[config.mk]
export PLATFORM = sky130hd
export DESIGN_NAME = div_unit
export DESIGN_NICKNAME = d
export VERILOG_FILES = /design/src/rtl/div_unit.sv
export SDC_FILE = /design/constraint.sdc
export NUM_CORES = 1
export LEC_CHECK = 0
export BUFFER_PORTS_ARGS = -buffer_cell sky130_fd_sc_hd__buf_4
export CAP_MARGIN = 20
export CELL_PAD_IN_SITES_DETAIL_PLACEMENT = 0
export CELL_PAD_IN_SITES_GLOBAL_PLACEMENT = 2
export CORE_MARGIN = 4
export CORE_UTILIZATION = 36
export CTS_CLUSTER_DIAMETER = 200
export DETAILED_ROUTE_END_ITERATION = 6
export PLACE_DENSITY_LB_ADDON = 0.1
export SETUP_SLACK_MARGIN = 0.15
export SLEW_MARGIN = 40
export SYNTH_ARGS = -nofsm -noshare
export SYNTH_HDL_FRONTEND = slang
export SYNTH_SLANG_ARGS = --single-unit
[constraint.sdc]
create_clock -name clk -period 6.4 [get_ports clk]
set_input_delay 0.32 -clock clk [delete_from_list [all_inputs] [get_ports clk]]
set_output_delay 0.32 -clock clk [all_outputs]
set_load 0.01 [all_outputs]
[src/rtl/div_unit.sv]
// div_unit: multi-cycle radix-2 restoring DIV/DIVU responder for EX.
// Optional DIV_EARLY_TERM_EN: finish at E1 when |dividend| < |divisor|.
module div_unit #(
  parameter int DATA_W = 32,
  parameter int CNT_W  = 6
) (
  input  logic                clk,
  input  logic                rst,
  input  logic                signed_div_i,
  input  logic [DATA_W-1:0]   opdata1_i,
  input  logic [DATA_W-1:0]   opdata2_i,
  input  logic                start_i,
  input  logic                annul_i,
  output logic [2*DATA_W-1:0] result_o,
  output logic                ready_o
);

  typedef enum logic [1:0] {
    DivFree,
    DivByZero,
    DivOn,
    DivEnd
  } state_e;

  localparam logic [CNT_W-1:0] LAST = CNT_W'(DATA_W - 1);

  state_e              state_q, state_d;
  logic [CNT_W-1:0]    cnt_q, cnt_d;
  logic [DATA_W-1:0]   dvd_q, dvd_d;
  logic [DATA_W-1:0]   dsr_q, dsr_d;
  logic [DATA_W-1:0]   rem_q, rem_d;
  logic                negq_q, negq_d;
  logic                negr_q, negr_d;
  logic [2*DATA_W-1:0] result_q, result_d;
  logic                ready_q, ready_d;

  logic [DATA_W-1:0] op1_mag;
  logic [DATA_W-1:0] op2_mag;
  logic [DATA_W:0]   trial;
  logic [DATA_W:0]   diff;
  logic              take;
  logic [DATA_W-1:0] rem_nxt;
  logic [DATA_W-1:0] quo_nxt;
  logic [DATA_W-1:0] rem_fix;
  logic [DATA_W-1:0] quo_fix;
  logic [DATA_W-1:0] early_rem;
  logic              early;

  // Operand magnitudes; the dividend register shifts out and
  // collects quotient bits in place.
  always_comb begin
    op1_mag = (signed_div_i && opdata1_i[DATA_W-1])
            ? -opdata1_i : opdata1_i;
    op2_mag = (signed_div_i && opdata2_i[DATA_W-1])
            ? -opdata2_i : opdata2_i;
    trial   = {rem_q, dvd_q[DATA_W-1]};
    diff    = trial - {1'b0, dsr_q};
    take    = ~diff[DATA_W];
    rem_nxt = take ? diff[DATA_W-1:0] : trial[DATA_W-1:0];
    quo_nxt = {dvd_q[DATA_W-2:0], take};
    quo_fix = negq_q ? -quo_nxt : quo_nxt;
    rem_fix = negr_q ? -rem_nxt : rem_nxt;
    early_rem = negr_q ? -dvd_q : dvd_q;
  end

`ifdef DIV_EARLY_TERM_EN
  assign early = (cnt_q == '0) && (dvd_q < dsr_q);
`else
  assign early = 1'b0;
`endif

  // Next-state and datapath update for the divide FSM.
  always_comb begin
    state_d  = state_q;
    cnt_d    = cnt_q;
    dvd_d    = dvd_q;
    dsr_d    = dsr_q;
    rem_d    = rem_q;
    negq_d   = negq_q;
    negr_d   = negr_q;
    result_d = result_q;
    ready_d  = ready_q;
    unique case (state_q)
      DivFree: begin
        result_d = '0;
        ready_d  = 1'b0;
        cnt_d    = '0;
        if (start_i && !annul_i) begin
          dvd_d  = op1_mag;
          dsr_d  = op2_mag;
          rem_d  = '0;
          negq_d = signed_div_i &&
                   (opdata1_i[DATA_W-1] ^ opdata2_i[DATA_W-1]);
          negr_d = signed_div_i && opdata1_i[DATA_W-1];
          state_d = (opdata2_i == '0) ? DivByZero : DivOn;
        end
      end
      DivByZero: begin
        if (annul_i) begin
          state_d = DivFree;
        end else begin
          result_d = '0;
          ready_d  = 1'b1;
          state_d  = DivEnd;
        end
      end
      DivOn: begin
        if (annul_i) begin
          state_d = DivFree;
          cnt_d   = '0;
        end else if (early) begin
          result_d = {early_rem, {DATA_W{1'b0}}};
          ready_d  = 1'b1;
          state_d  = DivEnd;
        end else begin
          dvd_d = quo_nxt;
          rem_d = rem_nxt;
          cnt_d = cnt_q + 1'b1;
          if (cnt_q == LAST) begin
            result_d = {rem_fix, quo_fix};
            ready_d  = 1'b1;
            state_d  = DivEnd;
          end
        end
      end
      DivEnd: begin
        if (!start_i) begin
          result_d = '0;
          ready_d  = 1'b0;
          state_d  = DivFree;
        end
      end
      default: state_d = DivFree;
    endcase
  end

  // State and datapath registers, cleared asynchronously.
  always_ff @(posedge clk or posedge rst) begin
    if (rst) begin
      state_q  <= DivFree;
      cnt_q    <= '0;
      dvd_q    <= '0;
      dsr_q    <= '0;
      rem_q    <= '0;
      negq_q   <= 1'b0;
      negr_q   <= 1'b0;
      result_q <= '0;
      ready_q  <= 1'b0;
    end else begin
      state_q  <= state_d;
      cnt_q    <= cnt_d;
      dvd_q    <= dvd_d;
      dsr_q    <= dsr_d;
      rem_q    <= rem_d;
      negq_q   <= negq_d;
      negr_q   <= negr_d;
      result_q <= result_d;
      ready_q  <= ready_d;
    end
  end

  assign result_o = result_q;
  assign ready_o  = ready_q;

endmodule

==> metrics.md <==
| Metric | Value |
|---|---|
| Hold_ws | `0.167 ns` |
| Crit start category | `flip-flop` |
| Synthesized area | `12200 sq um` |
| Gr usage total | `22.0%` |
| Peak supply drop | `312 uV` |
| Most frequent cells in the layout | `nand2_1, o21ai_0, dfrtp_1, buf_4, a21oi_1` |
| Root Buffer | `clkbuf_16` |
| Rows | `67` |
| Minimum clock period | `5.03 ns` |
| Area grow syn2layout | `16.5%` |
| DR iter-0 viols | `700` |
| WS Path Type | `reg2reg` |
| Status | `completed` |
| Power Dens Cells | `491 nW/um^2` |
| Clock latency on the worst-skew pair | `0.45 ns` |
| Post-synth cell types | `83` |
| CP arrival | `5.38 ns` |
| CP endpoint kind | `flip-flop` |
| Final net count | `1731` |
| Slew headroom | `43.4%` |
| Antenna viol nets, final | `0` |
| Crit path max-delay cell type | `or3_1` |
| DRC Markers | `0` |
| Post-synth EDFFs | `0` |
| Antenna cells | `0` |
| Top cell type's share of synthesized area | `35.0%` |
| Async set-reset flop share out of synthesis | `100%` |
| Grt ovf | `0` |
| Crit share post-route | `78.6%` |
| CP max FO | `8` |
| Hold_buf cts | `1` |
| CP peak stage delay | `0.57 ns` |
| Post-DP HPWL | `30600 microns` |
| Die area | `37000 sq um` |
| Post-synth top area cell | `dfrtp_1` |
| First-pass DRT Iterations | `7` |
| CTS Buffer Depth | `2` |
| Commonest non-fill, non-tap cell in the layout | `nand2_1` |
| Critical-path cell list | `inv_1 > ha_1 > inv_1 > fa_1 > a211oi_2 > o211ai_1 > nand3_1 > and4_4 > or3_1 > nand2_8 > mux2i_1 > ha_1 > nand2_1 > or4_1 > nor4_1 > nand2_1 > o211ai_1 > nand3_1 > xor2_1 > o31ai_1` |
| Fin. Hold Viols | `0` |
| # clock sinks | `171` |
| Syn nets | `1640` |
| Largest net degree at the start of global routing | `98` |
| First-pass GRT wire length | `63600 microns` |
| # IOs | `134` |
| Sequential element share of the synthesized area | `35.0%` |
| Setup Fix Bufs, Post-CTS | `0` |
| Worst-Margin Slew | `0.844 ns` |
| Required time worst endpoint | `6.76 ns` |
| Number of H-tree levels | `4` |
| Slew Viols, Final | `0` |
| Clock skew | `0.0148 ns` |
| Buffers plus inverters on the worst setup path | `2` |
| Vias in the first global route | `10908` |
| DR vias/cell | `5.44` |
| Synth Flop Type | `dfrtp_1` |
| CTS Buf Count | `17` |
| Synth warnings | `0` |
| Max frequency | `199 MHz` |
| Starting density of the core | `36.5%` |
| Port Buffers | `133` |
| Synth top area cells | `dfrtp_1, o21ai_0, nand2_1, xor2_1, xnor2_1` |
| Die height | `192 microns` |
| Initial antenna violation count | `0` |
| Type of the most critical hold path | `in2reg` |
| Die width | `192 microns` |
| Leakage | `6.25 nW` |
| Avg Inst Size Synth | `8.01 sq um` |
| Core box area | `33500 sq um` |
| Setup TNS | `0 ns` |
| RSZ-0062 raised after global routing | `false` |
| Max-cap violations | `0` |
| Share of cells above drive strength 1 | `13.6%` |
| Total Wirelength | `40600 microns` |
| Synth Instances | `1529` |
| CTS tree | `done` |
| GP Congestion | `0.872` |
| Seq cells post-synth | `171` |
| Drt wl/cell | `19.5 microns` |
| Total number of vias | `11327` |
| Worst path top cell family by delay | `simple AND/OR/NAND/NOR gates` |
| Setup violators final | `0` |
| Worst-path clk slew | `0.08 ns` |
| CTS resizes | `0` |
==> path summary, 6_finish.rpt <==
kind	start	end	slack, ns	cells after the start
worst max-delay path	dvd_q[31]$_DFFE_PP0P_	result_o[58]$_DFFE_PP0P_	1.37	20
worst min-delay path	opdata2_i[31]	dsr_q[31]$_DFFE_PP0P_	0.17	3
worst max register to register	dvd_q[31]$_DFFE_PP0P_	result_o[58]$_DFFE_PP0P_	1.37	20
worst min register to register	dsr_q[21]$_DFFE_PP0P_	dsr_q[21]$_DFFE_PP0P_	0.48	2
max in group asynchronous	rst	negq_q$_DFFE_PP0P_	4.75	4
min in group asynchronous	rst	dvd_q[27]$_DFFE_PP0P_	0.50	3
==> cell usage after synthesis (5+ instances only) <==
cell type and n:
dfrtp_1 171, nor2_1 92, o21ai_0 209, nand2b_1 21
or3_1 24, or2_2 6, inv_1 59, buf_1 7
nor2b_1 7, buf_2 14, or4_1 12, nor4_1 16
nand3b_1 6, xnor2_1 66, nand3_1 17, and2_1 7
nand2_1 256, a21o_1 7, a21oi_1 110, o31ai_1 38
clkbuf_1 50, nor3_1 37, a211oi_1 8, a31oi_1 15
xor2_1 70, ha_1 41, nand4_1 9, mux2i_1 21
o21ai_1 20, o211ai_1 9, and3_1 8, o22ai_1 5
o41ai_1 8
==> routing by layer <==
layer / part of all wire, % / up-vias / GRT usage (%) / wire (microns)
li1: - / 5613 / - / -
met1: 51 / 5360 / 33.4 / 20500
met2: 42 / 307 / 31.8 / 17100
met3: 5.2 / 47 / 4.18 / 2110
met4: 2.0 / 0 / 6.14 / 831
met5: 0 / - / 0 / 0
==> state kept, by name, summed over array words and instances, names as in the netlist <==
name	cells
ready_o	1
result_o	64
rem_q	32
negq_q	1
cnt_q	6
dvd_q	32
negr_q	1
state_q	2
dsr_q	32
==> kinds of logic (layout without fill, tap and decap cells) <==
| kind of cell | Yosys count | in the layout | synth area share (%) |
|---|---|---|---|
| AO/OA/AOI/OAI | 481 | 481 | 23.4 |
| flip-flops | 171 | 171 | 35.0 |
| buffers and inverters | 134 | 238 | 4.43 |
| adder cells (fa/ha/maj) | 42 | 42 | 4.35 |
| XOR/XNOR | 136 | 136 | 9.73 |
| multiplexers | 25 | 25 | 2.09 |
| AND/OR/NAND/NOR | 540 | 540 | 21.0 |
==> worst register-to-register path: stages, from the launching register on <==
cell	delay (ns)
dfrtp_1	0.36
inv_1	0.06
ha_1	0.20
inv_1	0.07
fa_1	0.26
a211oi_2	0.10
o211ai_1	0.45
nand3_1	0.17
and4_4	0.23
or3_1	0.57
nand2_8	0.17
mux2i_1	0.30
ha_1	0.24
nand2_1	0.11
or4_1	0.47
nor4_1	0.30
nand2_1	0.09
o211ai_1	0.23
nand3_1	0.15
xor2_1	0.20
o31ai_1	0.20
==> final cells by class <==
type	count	area, sq um
Fill cell	3487	19300
Multi-Input combinational cell	1224	7460
Sequential cell	171	4280
Timing Repair Buffer	146	1110
Tap cell	448	561
Clock buffer	18	439
Inverter	60	235
Clock inverter	14	175
==> power breakdown <==
group,leakage (nW),internal [mW],switching [mW]
clock,0.297,0.604,0.508
sequential,2.27,1.46,0.353
combinational,3.69,1.47,2.61
==> per-stage QoR <==
stage	instances	worst slack (ns)	utilization, %	cell area (sq um)	power [mW]
final	2081	1.37	42.5	14300	7.00
after global routing	2081	0.894	42.5	14300	7.57
after CTS	2081	1.38	42.5	14200	7.02
after detailed placement	2048	1.38	40.6	13600	5.89
after global placement	2048	1.52	40.5	13600	5.88
after floorplan	1529	1.45	-	12200	4.57
Power figures use the tool's default switching activity.
